### config.mk
export PLATFORM = sky130hd
export DESIGN_NAME = mem_access_unit
export DESIGN_NICKNAME = d
export VERILOG_FILES = /design/src/rtl/mem_access_unit.sv
export SDC_FILE = /design/constraint.sdc
export NUM_CORES = 1
export LEC_CHECK = 0
export CORE_AREA = 4 4 208 210
export DETAILED_ROUTE_END_ITERATION = 16
export DIE_AREA = 0 0 212 214
export GPL_ROUTABILITY_DRIVEN = 0
export GPL_TIMING_DRIVEN = 1
export REMOVE_ABC_BUFFERS = 1
export SLEW_MARGIN = 40
export SYNTH_ARGS = -nofsm -noshare
export SYNTH_HDL_FRONTEND = slang
export SYNTH_SLANG_ARGS = --single-unit
### constraint.sdc
create_clock -name clk -period 10.4 [get_ports clk]
set_input_delay 2.08 -clock clk [delete_from_list [all_inputs] [get_ports clk]]
set_output_delay 2.08 -clock clk [all_outputs]
set_load 0.05 [all_outputs]
### src/rtl/mem_access_unit.sv
// Memory-access stage: branch resolution, doubleword LDUR/STUR over a req/ack port, writeback hand-off.
// Optional MEM_TIMEOUT_EN bounds the dmem wait to TIMEOUT_CYCLES and flags a fault on expiry.
module mem_access_unit #(
  parameter int WORD_W         = 64,
  parameter int TIMEOUT_CYCLES = 255
) (
  input  logic              clk,
  input  logic              reset,
  input  logic              ex_valid,
  output logic              ex_ready,
  input  logic [WORD_W-1:0] alu_result,
  input  logic [WORD_W-1:0] write_data,
  input  logic              zero,
  input  logic [WORD_W-1:0] branch_target,
  input  logic              mem_read,
  input  logic              mem_write,
  input  logic              branch,
  input  logic              uncond_branch,
  input  logic              mem_to_reg,
  input  logic              reg_write,
  input  logic [4:0]        write_reg,
  output logic              dmem_req,
  output logic              dmem_we,
  output logic [WORD_W-1:0] dmem_addr,
  output logic [WORD_W-1:0] dmem_wdata,
  input  logic              dmem_ack,
  input  logic [WORD_W-1:0] dmem_rdata,
  output logic              pc_src,
  output logic [WORD_W-1:0] pc_target,
  output logic              wb_valid,
  input  logic              wb_ready,
  output logic [WORD_W-1:0] wb_data,
  output logic [4:0]        wb_reg,
  output logic              wb_reg_write,
  output logic              mem_err
);

  localparam logic [1:0] IDLE     = 2'd0;
  localparam logic [1:0] MEM_WAIT = 2'd1;
  localparam logic [1:0] WB_HOLD  = 2'd2;

  if (TIMEOUT_CYCLES < 1) begin : g_bad_timeout
    $error("TIMEOUT_CYCLES must be at least 1");
  end

  logic [1:0] state;
  logic       mem_to_reg_q;
  logic       load_write_q;
  logic       is_mem;
  logic       is_branch;
  logic       fault;
  logic       can_write;
  logic       timed_out;

  // Handshake outputs decode straight from state, so a reset withdraws dmem_req without waiting for a clock.
  assign ex_ready = (state == IDLE);
  assign dmem_req = (state == MEM_WAIT);
  assign wb_valid = (state == WB_HOLD);

  // NOTE: every variable assigned in always_comb gets a value on every path, otherwise a latch is inferred.
  always_comb begin
    is_mem    = mem_read | mem_write;
    is_branch = branch | uncond_branch;
    fault     = is_mem && ((alu_result[2:0] != 3'b000) || (mem_read && mem_write));
    can_write = reg_write && (write_reg != 5'd31);
  end

`ifdef MEM_TIMEOUT_EN
  localparam int CNT_W = ($clog2(TIMEOUT_CYCLES + 1) > 8) ? $clog2(TIMEOUT_CYCLES + 1) : 8;
  logic [CNT_W-1:0] wait_cnt;

  always_ff @(posedge clk or posedge reset) begin
    if (reset)                  wait_cnt <= '0;
    else if (state != MEM_WAIT) wait_cnt <= '0;
    else if (!dmem_ack)         wait_cnt <= wait_cnt + 1'b1;
  end

  // Expires at the end of the TIMEOUT_CYCLES-th wait cycle; a coincident ack takes priority.
  assign timed_out = !dmem_ack && (wait_cnt == CNT_W'(TIMEOUT_CYCLES - 1));
`else
  assign timed_out = 1'b0;
`endif

  // NOTE: sequential state uses non-blocking assignment so every register samples pre-edge values.
  always_ff @(posedge clk or posedge reset) begin
    if (reset) begin
      state        <= IDLE;
      dmem_we      <= 1'b0;
      dmem_addr    <= '0;
      dmem_wdata   <= '0;
      pc_src       <= 1'b0;
      pc_target    <= '0;
      wb_data      <= '0;
      wb_reg       <= '0;
      wb_reg_write <= 1'b0;
      mem_err      <= 1'b0;
      mem_to_reg_q <= 1'b0;
      load_write_q <= 1'b0;
    end else begin
      pc_src <= 1'b0;
      case (state)
        IDLE: begin
          if (ex_valid) begin
            pc_src       <= uncond_branch | (branch & zero);
            pc_target    <= branch_target;
            wb_reg       <= write_reg;
            wb_data      <= alu_result;
            mem_to_reg_q <= mem_to_reg;
            load_write_q <= can_write && mem_read;
            if (is_mem && !fault) begin
              state      <= MEM_WAIT;
              dmem_we    <= mem_write;
              dmem_addr  <= alu_result;
              dmem_wdata <= write_data;
            end else begin
              state        <= WB_HOLD;
              mem_err      <= fault;
              wb_reg_write <= can_write && !is_mem && !is_branch;
            end
          end
        end
        MEM_WAIT: begin
          if (dmem_ack) begin
            state        <= WB_HOLD;
            dmem_we      <= 1'b0;
            wb_reg_write <= load_write_q;
            if (!dmem_we && mem_to_reg_q) wb_data <= dmem_rdata;
          end else if (timed_out) begin
            state        <= WB_HOLD;
            dmem_we      <= 1'b0;
            mem_err      <= 1'b1;
            wb_reg_write <= 1'b0;
          end
        end
        WB_HOLD: begin
          if (wb_ready) begin
            state        <= IDLE;
            mem_err      <= 1'b0;
            wb_reg_write <= 1'b0;
          end
        end
        default: state <= IDLE;
      endcase
    end
  end

endmodule
; ---- Word-level counts from Yosys, hierarchy flattened
; Index checks and enable logic that the tools add are counted.
[word_totals]
output_inout_bits = 268
reg_bits = 269
wordCells = 73
in_bits = 273
[classes]
bitwise_logic = 4
n_reduce_logical = 25
eq_ne = 9
n_mux = 23
[op_table]
columns = cell, count
row1 = two-way mux 64 bit, 3
row2 = case mux 64 bit (2 select lines), 1
row3 = AND reduction 4 bit, 3
row4 = two-way mux 1 bit, 11
row5 = logical AND 1 bit, 8
row6 = two-way mux 2 bit, 4
row7 = "inequality test 2 x 1 -> 1 bit, second input constant", 4
row8 = case mux 2 bit (3 select lines), 1
row9 = AND reduction 3 bit, 2
row10 = nonzero test 3 bit, 2
row11 = "inequality test 5 bit, second input constant", 1
row12 = AND reduction 5 bit, 1
row13 = zero test 1 bit, 4
row14 = "inequality test 2 bit, second input constant", 2
row15 = case mux 1 bit (2 select lines), 2
row16 = nonzero test 2 bit, 2
row17 = OR 1 bit, 3
row18 = case mux 1 bit (3 select lines), 1
row19 = "== test 2 x 1 -> 1 bit, second input constant", 1
row20 = "== test 2 bit, second input constant", 1
row21 = zero test 2 bit, 1
row22 = AND reduction 2 bit, 1
row23 = AND 1 bit, 1
row24 = logical OR 1 bit, 1

; ---- Logic depth before layout (Yosys ltp)
; Gate-level depths: netlist of the first run.
[logic_depth]
depth_word = 8
ltp_mapped = 9
mapped_depth_nobuf = 6

; ---- Worst setup path before layout of the first run
; Ideal clock, no wire load.
[synth_path]
path_kind = input-to-reg
start = in alu_result[2]
end = reg dmem_addr[10]
path_stages = 6
setup_slack_ns = 7.073
n_path_buf = 2
required_ns = 10.275
t_arrival_ns = 3.202
setup_ns = 0.125
path_cell_list = nor3_2 > and2_4 > nand3_2 > buf_6 > buf_6 > mux2_4
[synth_via]
elab_chain_len = 6
[synth_rtl]
columns = item, line_no
row1 = from (decl), 11  ; input logic [WORD_W-1:0] alu_result,
row2 = nonzero test 3 bit, 64  ; fault = is_mem && ((alu_result[2:0] != 3'b000) || (mem_read && mem_write));
row3 = logical OR 1 bit, 64
row4 = logical AND 1 bit, 64
row5 = zero test 1 bit, 110  ; if (is_mem && !fault) begin
row6 = logical AND 1 bit, 110
row7 = AND reduction 3 bit (no line), n/a
row8 = to (signal assigned), 113  ; dmem_addr <= alu_result;
row9 = to (decl), 24  ; output logic [WORD_W-1:0] dmem_addr,
; Every way passes these cells.
; A chain may end at the register's enable or synchronous reset.

; ---- Final worst setup path of the first run
[layout_path]
start = reg state[1]
end = out ex_ready
[layout_via]
elab_chain_len = 1
[layout_rtl]
columns = item, line_no
row1 = from (decl), 46  ; logic [1:0] state;
row2 = from (signal assigned), 87  ; state <= IDLE;
row3 = from (signal assigned), 111  ; state <= MEM_WAIT;
row4 = from (signal assigned), 116  ; state <= WB_HOLD;
row5 = zero test 2 bit, 56  ; assign ex_ready = (state == IDLE);
row6 = to (decl), 10  ; output logic ex_ready,
; Every way passes these cells.

==> results of run 1 <==
==> stage by stage <==
step,hold slack (ns),area (um^2)
2_1_floorplan,0.449,10800
3_3_place_gp,0.463,17000
3_5_place_dp,0.470,17000
4_1_cts,0.488,18100
5_1_grt,0.506,18100
6_report,0.479,18100
==> kinds of logic after synthesis <==
logic type / Yosys count
flops: 269
mux: 260
simple gates: 88
compound gates: 77
buf+inv: 51
fa+ha+maj: 5
xor+xnor: 1
==> per-layer routing <==
metal	part of all wire [%]	wire, um	track usage, %	vias up
met5	0	0	0	-
met4	2.8	1050	4.99	0
met3	8.0	2940	4.98	60
met2	50	18400	26.9	321
met1	39	14400	18.4	3986
li1	-	-	-	3707
==> path summary, 6_finish.rpt <==
check                                  to  depth (start not counted)
min in group asynchronous  dmem_wdata[45]                          2
min                          dmem_addr[1]                          1
max                              ex_ready                          3
min reg2reg                  dmem_addr[1]                          1
max in group asynchronous     wb_data[53]                          4
max reg2reg                   wb_data[54]                          9
==> cell usage in the layout, fill, tap and decap left out, types with 2 or more instances in the layout <==
master	count
sky130_fd_sc_hd__diode_2	2
sky130_fd_sc_hd__and2_1	3
sky130_fd_sc_hd__o31ai_1	2
sky130_fd_sc_hd__nor2_1	67
sky130_fd_sc_hd__clkbuf_1	10
sky130_fd_sc_hd__a21oi_1	65
sky130_fd_sc_hd__nand2_1	4
sky130_fd_sc_hd__mux2_2	101
sky130_fd_sc_hd__clkinv_2	7
sky130_fd_sc_hd__clkbuf_16	37
sky130_fd_sc_hd__nand2b_1	3
sky130_fd_sc_hd__buf_4	5
sky130_fd_sc_hd__mux2i_1	64
sky130_fd_sc_hd__o21ai_0	4
sky130_fd_sc_hd__mux2_4	95
sky130_fd_sc_hd__clkdlybuf4s50_1	540
sky130_fd_sc_hd__ha_1	3
sky130_fd_sc_hd__inv_1	6
sky130_fd_sc_hd__nand3_1	3
sky130_fd_sc_hd__dfrtp_1	269
==> power breakdown <==
part	internal, mW	total, mW	leakage (nW)	switching, mW
Combinational	1.37	3.80	3.96	2.42
Clock	0.668	1.11	0.509	0.442
Sequential	1.54	1.80	3.26	0.260
Total	3.58	6.71	7.73	3.13
==> cell type report <==
| cell class | instances | area, um^2 |
|---|---|---|
| Sequential cell | 269 | 6730 |
| Fill cell | 3860 | 23500 |
| Clock inverter | 8 | 65.1 |
| Multi-Input combinational cell | 431 | 4110 |
| Clock buffer | 47 | 963 |
| Inverter | 7 | 38.8 |
| Timing Repair Buffer | 548 | 5500 |
| Antenna cell | 2 | 5.00 |
| Tap cell | 539 | 674 |
==> critical path, cell delays in order (launching register included) <==
cell,delay (ns)
sky130_fd_sc_hd__dfrtp_1,0.41
sky130_fd_sc_hd__inv_1,0.12
sky130_fd_sc_hd__ha_1,0.46
sky130_fd_sc_hd__clkdlybuf4s50_1,0.92
==> results.md, run 1 <==
- Result of the run: finished clean
- Critical Path Start: state[1]
- Adder and majority gate portion of the synthesized area: 0.541%
- Data required time at the worst endpoint: 8.32 ns
- Capturing element type of the critical path: output port
- Share of synthesized area occupied by flip-flops and latches: 60.7%
- Total number of vias: 8074
- XOR/XNOR Fraction of Synth Area: 0.0789%
- Clock insertion delay at the later pin of the skew report: 0.52 ns
- Critical path data arrival time: 2.43 ns
- Unrepaired setup endpoints after global routing: no
- Buffers added on ports: 540
- Setup TNS Final: 0 ns
- Syn Std Cell Area: 11100 um^2
- Post-route fraction of the period consumed by the critical path: 43.4%
- Max-capacitance violation count: 0
- Max-slew violation count: 0
- Largest area contributor in the synthesized netlist: sky130_fd_sc_hd__dfrtp_1
- Average instance area after synthesis: 14.8 um^2
- Core outline area: 41600 um^2
- CTS sink count: 269
- EDFF count, synth: 0
- Initial core utilization: 26.7%
- Number of DRC violations after detailed routing: 0
- Number of cell rows: 75
- Maximum clock skew at final layout: 0.00628 ns
- Post-route setup slack: 5.89 ns
- Max Buffers Root-to-Sink: 3
- Warning count from the yosys run: 0
- Reg-to-Reg Start: state[1]
- Maximum clock frequency: 222 MHz
- Half-perimeter wire length of the detailed placement result: 26600 um
- Layout area overhead: 63.0%
- Wire length of the first global-routing pass: 55000 um
- Dominant combinational cell family by area after synthesis: multiplexers
- Die boundary width: 212 um
- Main flop type after synthesis: sky130_fd_sc_hd__dfrtp_1
- Most frequent cells after synthesis: 269 x sky130_fd_sc_hd__dfrtp_1, 101 x sky130_fd_sc_hd__mux2_2, 95 x sky130_fd_sc_hd__mux2_4
- Final total power: 6.71 mW
- Mux contribution to synthesized area: 28.9%
- Post-CTS setup buffer count: 0
- Synth area leaders: sky130_fd_sc_hd__dfrtp_1 61%, sky130_fd_sc_hd__mux2_4 13%, sky130_fd_sc_hd__mux2_2 10%, sky130_fd_sc_hd__mux2i_1 5.8%, sky130_fd_sc_hd__a21oi_1 2.9%
- Via count of the first global-routing pass: 8865
- Count of antenna-violating nets left after detailed routing: 0
- Total Routing Usage GR: 15.6%
- Seq cells post-synth: 269
- Avg WL per Cell: 19.8 um
- Non-filler instance count after layout: 1851
- Clock buffer count from CTS: 34
- Power density of the placed cells: 371 nW/um^2
- Internal reg-to-reg setup slack: 7.07 ns
- TritonCTS clock tree: built
- DIE HEIGHT: 214 um
- Critical path launch point type: flop
- Number of antenna violations at the first check in global routing: 2
- Leakage power figure: 7.73 nW
- Total gr overflow: 0
- Total Nets Final: 1568
- Rel. slew slack: 47.7%
- Highest ir drop seen on vdd: 0.212 mV
- Pin count of the biggest net entering global routing: 140
- Min Clock Period, post-route: 4.51 ns
- Number of cells upsized or downsized after cts: 0
- Count of unique library cells instantiated by Yosys: 32
- Instance count after placement with tap cells included: 1793
- Area enclosed by the die boundary: 45400 um^2
- Total length of routed wires: 36700 um
- Top-level port count: 541
- Clock root cell: sky130_fd_sc_hd__clkbuf_16
- Slew at the pin closest to its max-slew limit: 0.785 ns
- HP Start: dmem_addr[1]
- Final hold violation count: 0
- Min-delay worst type: reg -> reg
- Share of synthesized flip-flops with an asynchronous set or reset: 100%
- H-tree depth reported by CTS: 2
- First-iteration detailed-routing DRC count: 310
- Number of buffers inserted for hold repair after clock tree synthesis: 0
- Final count of negative-setup-slack endpoints: 0
- Detailed-router iteration count before antenna repair: 4
- Clock-pin slew of the registers on the worst-case setup and hold paths: 0.05 ns
- Core Util, Final: 43.5%
- Startpoint-to-endpoint class of the critical path: reg -> out
- Compound-gate portion of the synthesized area: 3.68%
- Placement Setup Slack: 5.58 ns
- Proportion of layout cells with a drive suffix above 1: 19.5%
- Vias per std cell: 4.36
- Area share of the leading cell type in the synthesized netlist: 60.7%
- Fraction of the mapped netlist area in simple logic gates: 3.41%
- Most numerous cell in the Yosys netlist: sky130_fd_sc_hd__dfrtp_1
- Cell count after synthesis: 751
- Maximum fanout along the worst path: 8
No activity file was read; power rests on OpenSTA's default activity.
==> inputs of run 2 (changes only) <==
--- a/config.mk
+++ b/config.mk
@@ -5,9 +5,9 @@
 export SDC_FILE = /design/constraint.sdc
 export NUM_CORES = 1
 export LEC_CHECK = 0
-export CORE_AREA = 4 4 208 210
+export CORE_AREA = 4 4 206 208
 export DETAILED_ROUTE_END_ITERATION = 16
-export DIE_AREA = 0 0 212 214
+export DIE_AREA = 0 0 210 212
 export GPL_ROUTABILITY_DRIVEN = 0
 export GPL_TIMING_DRIVEN = 1
 export REMOVE_ABC_BUFFERS = 1
==> constraint.sdc (replaced) <==
create_clock -name clk -period 4 [get_ports clk]
set_input_delay 0.8 -clock clk [delete_from_list [all_inputs] [get_ports clk]]
set_output_delay 0.8 -clock clk [all_outputs]
set_load 0.05 [all_outputs]
==> run 2 against run 1 <==
Effect of this change: clock power grew to 2.6 times the previous value; register-to-register slack worse by 5.5 ns; clock skew is 0.0057 ns higher; via count is 0.32% lower; critical path type unchanged; highest routed layer unchanged.
==> results.md, run 2 (synthesized netlist as in run 1, its figures left out) <==
- CP delay by family, top: buffers and inverters (unchanged)
- Power density of the placed cells: 961 nW/um^2 (was 371 nW/um^2)
- Layout area overhead: 63.9% (was 63.0%)
- Max-slew violation count: 0 (unchanged)
- Instance count after placement with tap cells included: 1792 (was 1793)
- Maximum clock skew at final layout: 0.0120 ns (was 0.00628 ns)
- Reg-to-Reg Start: state[1] (unchanged)
- Capturing element type of the critical path: output port (unchanged)
- Die boundary width: 210 um (was 212 um)
- Number of antenna violations at the first check in global routing: 1 (was 2)
- Register Area: 6730 um^2 (unchanged)
- Total length of routed wires: 36300 um (was 36700 um)
- Total number of vias: 8048 (was 8074)
- Highest ir drop seen on vdd: 0.434 mV (was 0.212 mV)
- Buffers added on ports: 540 (unchanged)
- First-iteration detailed-routing DRC count: 346 (was 310)
- Post-route fraction of the period consumed by the critical path: 82.1%
- Hold Crit Endpoint: load_write_q (was dmem_addr[1])
- Number of DRC violations after detailed routing: 0 (unchanged)
- CTS sink count: 269 (unchanged)
- Critical path data arrival time: 2.49 ns (was 2.43 ns)
- Min Clock Period, post-route: 3.29 ns
- Rel. slew slack: 47.7% (about the same)
- Proportion of layout cells with a drive suffix above 1: 20.1% (was 19.5%)
- Worst Reg-to-Reg Cells: 8 (was 9)
- Slowest-stage cell, CP: sky130_fd_sc_hd__clkdlybuf4s50_1 (unchanged)
- Startpoint-to-endpoint class of the critical path: reg -> out (unchanged)
- Clock root cell: sky130_fd_sc_hd__clkbuf_16 (unchanged)
- Vias per std cell: 4.35 (was 4.36)
- Total gr overflow: 0 (unchanged)
- CP peak stage delay: 0.93 ns (was 0.92 ns)
- Pin count of the biggest net entering global routing: 99 (was 140)
- Number of cell rows: 74 (was 75)
- TritonCTS clock tree: built (unchanged)
- Data required time at the worst endpoint: 3.20 ns (was 8.32 ns)
- Count of antenna-violating nets left after detailed routing: 0 (unchanged)
- Avg WL per Cell: 19.6 um (was 19.8 um)
- Maximum fanout along the worst path: 8 (unchanged)
- Slew at the pin closest to its max-slew limit: 0.785 ns (about the same)
- Area taken by multi-input logic gates: 4110 um^2 (unchanged)
- Most frequent standard cell in the layout excluding fill and tap cells: sky130_fd_sc_hd__clkdlybuf4s50_1 (unchanged)
- Critical path launch point type: flop (unchanged)
- Unrepaired setup endpoints after global routing: no (unchanged)
- Internal reg-to-reg setup slack: 1.60 ns (was 7.07 ns)
- Number of buffers inserted for hold repair after clock tree synthesis: 0 (unchanged)
- Post-Route Hold Slack: 0.479 ns (about the same)
- Result of the run: finished clean (unchanged)
- Fillcell total: 3742 (was 3860)
- Post-route setup slack: 0.714 ns (was 5.89 ns)
- Detailed-router iteration count before antenna repair: 4 (unchanged)
- Max Buffers Root-to-Sink: 3 (unchanged)
- Wire length of the first global-routing pass: 53500 um (was 55000 um)
- CP Buf/Inv Count: 2 (unchanged)
- Max-capacitance violation count: 0 (unchanged)
- Total Routing Usage GR: 15.3% (was 15.6%)
- Total Nets Final: 1571 (was 1568)
- Final hold violation count: 0 (unchanged)
- Core Util, Final: 44.9% (was 43.5%)
- DIE HEIGHT: 212 um (was 214 um)
- Levels on crit path: 3 (unchanged)
- Initial core utilization: 27.4% (was 26.7%)
- Non-filler instance count after layout: 1850 (was 1851)
- Top-level port count: 541 (unchanged)
- Setup TNS Final: 0 ns (unchanged)
- Maximum clock frequency: 304 MHz
- Ordered list of cells on the worst path: inv_1 > ha_1 > clkdlybuf4s50_1 (unchanged)
- Leakage power figure: 7.79 nW (was 7.73 nW)
- Most frequent cells in the layout: 540 x sky130_fd_sc_hd__clkdlybuf4s50_1, 269 x sky130_fd_sc_hd__dfrtp_1, 101 x sky130_fd_sc_hd__mux2_2 (unchanged)
- Clock insertion delay at the later pin of the skew report: 0.55 ns (was 0.52 ns)
- Area enclosed by the die boundary: 44500 um^2 (was 45400 um^2)
- Hold-critical path depth: 2 (was 1)
- HP Start: load_write_q (was dmem_addr[1])
- Half-perimeter wire length of the detailed placement result: 27600 um (was 26600 um)
- Clock-pin slew of the registers on the worst-case setup and hold paths: 0.06 ns (was 0.05 ns)
- Placement Setup Slack: 1.10 ns (was 5.58 ns)
- Clock buffer count from CTS: 31 (was 34)
- H-tree depth reported by CTS: 1 (was 2)
- Number of cells upsized or downsized after cts: 0 (unchanged)
- Final count of negative-setup-slack endpoints: 0 (unchanged)
- Core outline area: 40600 um^2 (was 41600 um^2)
- Min-delay worst type: reg -> reg (unchanged)
- Crit Reg-Reg Endpoint: wb_data[11] (was wb_data[54])
- Post-CTS setup buffer count: 0 (unchanged)
- Via count of the first global-routing pass: 8440 (was 8865)
## run 2: cell types whose count changed in the layout (fill, tap and decap cells not counted)
cell	before	now
sky130_fd_sc_hd__bufinv_16	1	3
sky130_fd_sc_hd__inv_8	0	1
sky130_fd_sc_hd__buf_4	5	8
sky130_fd_sc_hd__clkinv_2	7	3
sky130_fd_sc_hd__clkbuf_1	10	7
sky130_fd_sc_hd__inv_12	1	0
sky130_fd_sc_hd__clkbuf_16	37	31
sky130_fd_sc_hd__buf_6	1	0
sky130_fd_sc_hd__clkbuf_8	0	10
sky130_fd_sc_hd__clkinvlp_4	0	1
sky130_fd_sc_hd__buf_12	1	5
## run 2: per-layer routing
metal / track usage, % / part of all wire (%)
met1: 19.0 / 40
met2: 26.7 / 51
met3: 3.88 / 6.9
met4: 4.30 / 2.3
met5: 0 / 0
## run 2: worst min-delay path, stage by stage (launching register included)
cell	delay [ns]
sky130_fd_sc_hd__dfrtp_1	0.34
sky130_fd_sc_hd__nand2_1	0.05
sky130_fd_sc_hd__o31ai_1	0.05
## run 2: stage by stage
| step | cell area (um^2) | power [mW] |
|---|---|---|
| 6_report | 18200 | 17.5 |
| 5_1_grt | 18200 | 18.2 |
| 4_1_cts | 18200 | 17.7 |
| 3_5_place_dp | 17100 | 14.7 |
| 3_3_place_gp | 17100 | 14.6 |
| 2_1_floorplan | 10800 | 11.1 |
## run 2: cell type report
type                       count  area share [%]
antenna                        2          0.0275
clock buffer                  48            5.17
clock inverter                 7           0.619
inverter                       7           0.186
multi-input combinational    431            22.6
sequential                   269            37.0
tap                          532            3.66
timing repair buffer         554            30.7
## run 2: power breakdown
| part | internal (mW) | total (mW) | switching (mW) |
|---|---|---|---|
| clock network | 1.79 | 2.90 | 1.11 |
| logic | 3.59 | 9.87 | 6.28 |
| registers | 4.01 | 4.71 | 0.698 |
## run 2: worst max path at each step
stage                  start        endpoint  slack (ns)
2_1_floorplan       state[1]      wb_data[0]       -6.71
3_3_place_gp   alu_result[1]  dmem_wdata[23]        1.12
3_5_place_dp   alu_result[1]   dmem_addr[19]        1.10
4_1_cts             state[1]        ex_ready        0.68
5_1_grt             state[0]        ex_ready        0.61
6_report            state[1]        ex_ready        0.71
==> inputs of run 3 (changes only) <==
--- a/config.mk
+++ b/config.mk
@@ -5,9 +5,9 @@
 export SDC_FILE = /design/constraint.sdc
 export NUM_CORES = 1
 export LEC_CHECK = 0
-export CORE_AREA = 4 4 206 208
+export CORE_AREA = 4 4 208 210
 export DETAILED_ROUTE_END_ITERATION = 16
-export DIE_AREA = 0 0 210 212
+export DIE_AREA = 0 0 212 214
 export GPL_ROUTABILITY_DRIVEN = 0
 export GPL_TIMING_DRIVEN = 1
 export REMOVE_ABC_BUFFERS = 1
==> constraint.sdc (replaced) <==
create_clock -name clk -period 3.4 [get_ports clk]
set_input_delay 0.68 -clock clk [delete_from_list [all_inputs] [get_ports clk]]
set_output_delay 0.68 -clock clk [all_outputs]
set_load 0.05 [all_outputs]
==> run 3 against run 2 <==
Effect of this change: clock-buffer cell count is 1 higher; clock power is 21% higher; utilization is 0.98 points lower; setup slack worse by 0.33 ns; die area is 1.9% higher; largest cell class unchanged; largest power group unchanged; register-to-register slack worse by 0.63 ns; wire length is 1.8% higher; cell count is 0.49% higher; worst hold slack better by 0.0030 ns; clock skew is 0.0074 ns higher; non-clock buffer count is 3 higher; power is 18% higher.
==> results.md, run 3 (synthesized netlist as in run 1, its figures left out) <==
- Maximum clock frequency: 331 MHz
- Final count of negative-setup-slack endpoints: 0 (unchanged)
- Clock root cell: sky130_fd_sc_hd__clkbuf_16 (unchanged)
- Critical path data arrival time: 2.34 ns (was 2.49 ns)
- DR top layer: met4 (unchanged)
- Core outline area: 41600 um^2 (was 40600 um^2)
- Buffers added on ports: 540 (unchanged)
- Slew at the pin closest to its max-slew limit: 0.743 ns (was 0.785 ns)
- Clock insertion delay at the later pin of the skew report: 0.52 ns (was 0.55 ns)
- Number of buffers inserted for hold repair after clock tree synthesis: 0 (unchanged)
- CP peak stage delay: 0.90 ns (was 0.93 ns)
- Final total power: 20.7 mW (was 17.5 mW)
- First-iteration detailed-routing DRC count: 337 (was 346)
- Most frequent cells in the layout: 540 x sky130_fd_sc_hd__clkdlybuf4s50_1, 269 x sky130_fd_sc_hd__dfrtp_1, 101 x sky130_fd_sc_hd__mux2_2 (unchanged)
- Top-level port count: 541 (unchanged)
- Clock-pin slew of the registers on the worst-case setup and hold paths: 0.06 ns (about the same)
- Sequential group share of total power: 26.7% (was 26.9%)
- CP Buf/Inv Count: 2 (unchanged)
- Unrepaired setup endpoints after global routing: no (unchanged)
- Core Util, Final: 43.9% (was 44.9%)
- Number of cells upsized or downsized after cts: 0 (unchanged)
- Portion of total power attributed to combinational logic: 56.3% (was 56.5%)
- Wire length of the first global-routing pass: 55400 um (was 53500 um)
- Number of DRC violations after detailed routing: 0 (unchanged)
- Slowest-stage cell, CP: sky130_fd_sc_hd__clkdlybuf4s50_1 (unchanged)
- Met2 routed wirelength: 18600 um (about the same)
- Initial core utilization: 26.7% (was 27.4%)
- Power density of the placed cells: 1130 nW/um^2 (was 961 nW/um^2)
- Final antenna diode count: 0 (was 2)
- Ordered list of cells on the worst path: inv_1 > ha_1 > clkdlybuf4s50_1 (unchanged)
- Detailed-router iteration count before antenna repair: 4 (unchanged)
- Internal power summed over all cells: 11.1 mW (was 9.39 mW)
- TritonCTS clock tree: built (unchanged)
- Vias per std cell: 4.35 (about the same)
- Half-perimeter wire length of the detailed placement result: 27200 um (was 27600 um)
- Total number of vias: 8082 (was 8048)
- Rel. slew slack: 50.5% (was 47.7%)
- Avg WL per Cell: 19.9 um (was 19.6 um)
- Clock buffer count from CTS: 34 (was 31)
- Die boundary width: 212 um (was 210 um)
- Number of cell rows: 75 (was 74)
- Result of the run: finished clean (unchanged)
- Maximum clock skew at final layout: 0.0194 ns (was 0.0120 ns)
- Count of antenna-violating nets left after detailed routing: 0 (unchanged)
- Layout area overhead: 64.4% (was 63.9%)
- Highest ir drop seen on vdd: 0.644 mV (was 0.434 mV)
- Post-CTS setup buffer count: 0 (unchanged)
- Area enclosed by the die boundary: 45400 um^2 (was 44500 um^2)
- H-tree depth reported by CTS: 2 (was 1)
- Post-route fraction of the period consumed by the critical path: 88.8%
- Min Clock Period, post-route: 3.02 ns
- Detailed-routing wirelength on met1: 14700 um (was 14400 um)
- CTS sink count: 269 (unchanged)
- Data required time at the worst endpoint: 2.72 ns (was 3.20 ns)
- Capturing element type of the critical path: output port (unchanged)
- Leakage power figure: 7.82 nW (was 7.79 nW)
- Most frequent standard cell in the layout excluding fill and tap cells: sky130_fd_sc_hd__clkdlybuf4s50_1 (unchanged)
- Total Routing Usage GR: 15.8% (was 15.3%)
- Switching power share of the total: 46.3% (about the same)
- Total Nets Final: 1577 (was 1571)
- Setup TNS Final: 0 ns (unchanged)
- Startpoint-to-endpoint class of the critical path: reg -> out (unchanged)
- Max-slew violation count: 0 (unchanged)
- Critical path launch point type: flop (unchanged)
- Final hold violation count: 0 (unchanged)
- Total length of routed wires: 37000 um (was 36300 um)
- Placement Setup Slack: 0.715 ns (was 1.10 ns)
- Min-delay worst type: reg -> reg (unchanged)
- Pin count of the biggest net entering global routing: 129 (was 99)
- CP delay by family, top: buffers and inverters (unchanged)
- Switching power total: 9.57 mW (was 8.09 mW)
- Post-route setup slack: 0.380 ns (was 0.714 ns)
- Clock power share: 17.0% (was 16.6%)
- Maximum fanout along the worst path: 8 (unchanged)
- Proportion of layout cells with a drive suffix above 1: 20.2% (was 20.1%)
- Via count of the first global-routing pass: 8899 (was 8440)
- Number of antenna violations at the first check in global routing: 0 (was 1)
- Max Buffers Root-to-Sink: 3 (unchanged)
- DIE HEIGHT: 214 um (was 212 um)
- Detailed route wirelength on metal3: 2810 um (was 2500 um)
- Max-capacitance violation count: 0 (unchanged)
- Total gr overflow: 0 (unchanged)
==> run 3: cell types whose count changed in the layout (fill, tap and decap cells not counted), moves of 2 or more <==
cell | before | now
sky130_fd_sc_hd__buf_12 | 5 | 7
sky130_fd_sc_hd__clkbuf_1 | 7 | 10
sky130_fd_sc_hd__clkbuf_16 | 31 | 37
sky130_fd_sc_hd__clkbuf_8 | 10 | 2
sky130_fd_sc_hd__clkinv_2 | 3 | 5
sky130_fd_sc_hd__diode_2 | 2 | 0
==> run 3: final cells by class <==
type | count | area, um^2
clock buffers | 49 | 991
clock inverters | 7 | 85.1
fillers | 3811 | 23300
inverters | 7 | 33.8
multi-input cells | 431 | 4100
flip-flops and latches | 269 | 6730
well taps | 539 | 674
repair buffers | 557 | 5620
==> run 3: per-layer routing <==
| layer | up-vias | track usage (%) |
|---|---|---|
| li1 | 3721 | - |
| met1 | 4007 | 18.8 |
| met2 | 301 | 27.2 |
| met3 | 53 | 4.75 |
| met4 | 0 | 4.86 |
| met5 | - | 0 |
==> run 3: worst register-to-register path, cell delays in order, from the launching register on <==
cell and delay [ns]:
sky130_fd_sc_hd__dfrtp_1 0.41, sky130_fd_sc_hd__inv_1 0.13, sky130_fd_sc_hd__ha_4 0.17, sky130_fd_sc_hd__buf_4 0.39, sky130_fd_sc_hd__nor2_1 0.15, sky130_fd_sc_hd__a211oi_4 0.27, sky130_fd_sc_hd__buf_12 0.34, sky130_fd_sc_hd__nor2_1 0.36
sky130_fd_sc_hd__a21oi_1 0.14
==> run 3: path summary, 6_finish.rpt <==
path | from | to | slack [ns] | cells after the start
worst max-delay path | state[0] | ex_ready | 0.38 | 3
worst min-delay path | dmem_addr[0] | dmem_addr[0] | 0.48 | 1
worst max register to register | state[1] | wb_data[21] | 0.97 | 8
worst min register to register | dmem_addr[0] | dmem_addr[0] | 0.48 | 1
max in group asynchronous | reset | wb_reg[3] | 1.99 | 3
min in group asynchronous | reset | wb_data[12] | 0.63 | 2
==> run 3: power by group through the flow <==
stage / Combinational, mW / Clock (mW) / Sequential (mW)
3_5_place_dp: 11.7 / 0 / 5.55
2_1_floorplan: 2.24 / 0 / 10.7
5_1_grt: 12.1 / 3.79 / 5.73
3_3_place_gp: 11.7 / 0 / 5.51
4_1_cts: 11.8 / 3.66 / 5.53
6_report: 11.6 / 3.52 / 5.52
==> run 3: through the flow <==
stage,hold WS (ns),instance area (um^2),instances
4_1_cts,0.489,18200,1859
5_1_grt,0.508,18200,1859
6_report,0.482,18200,1859
3_5_place_dp,0.475,17200,1803
3_3_place_gp,0.464,17200,1803
2_1_floorplan,0.449,10800,707
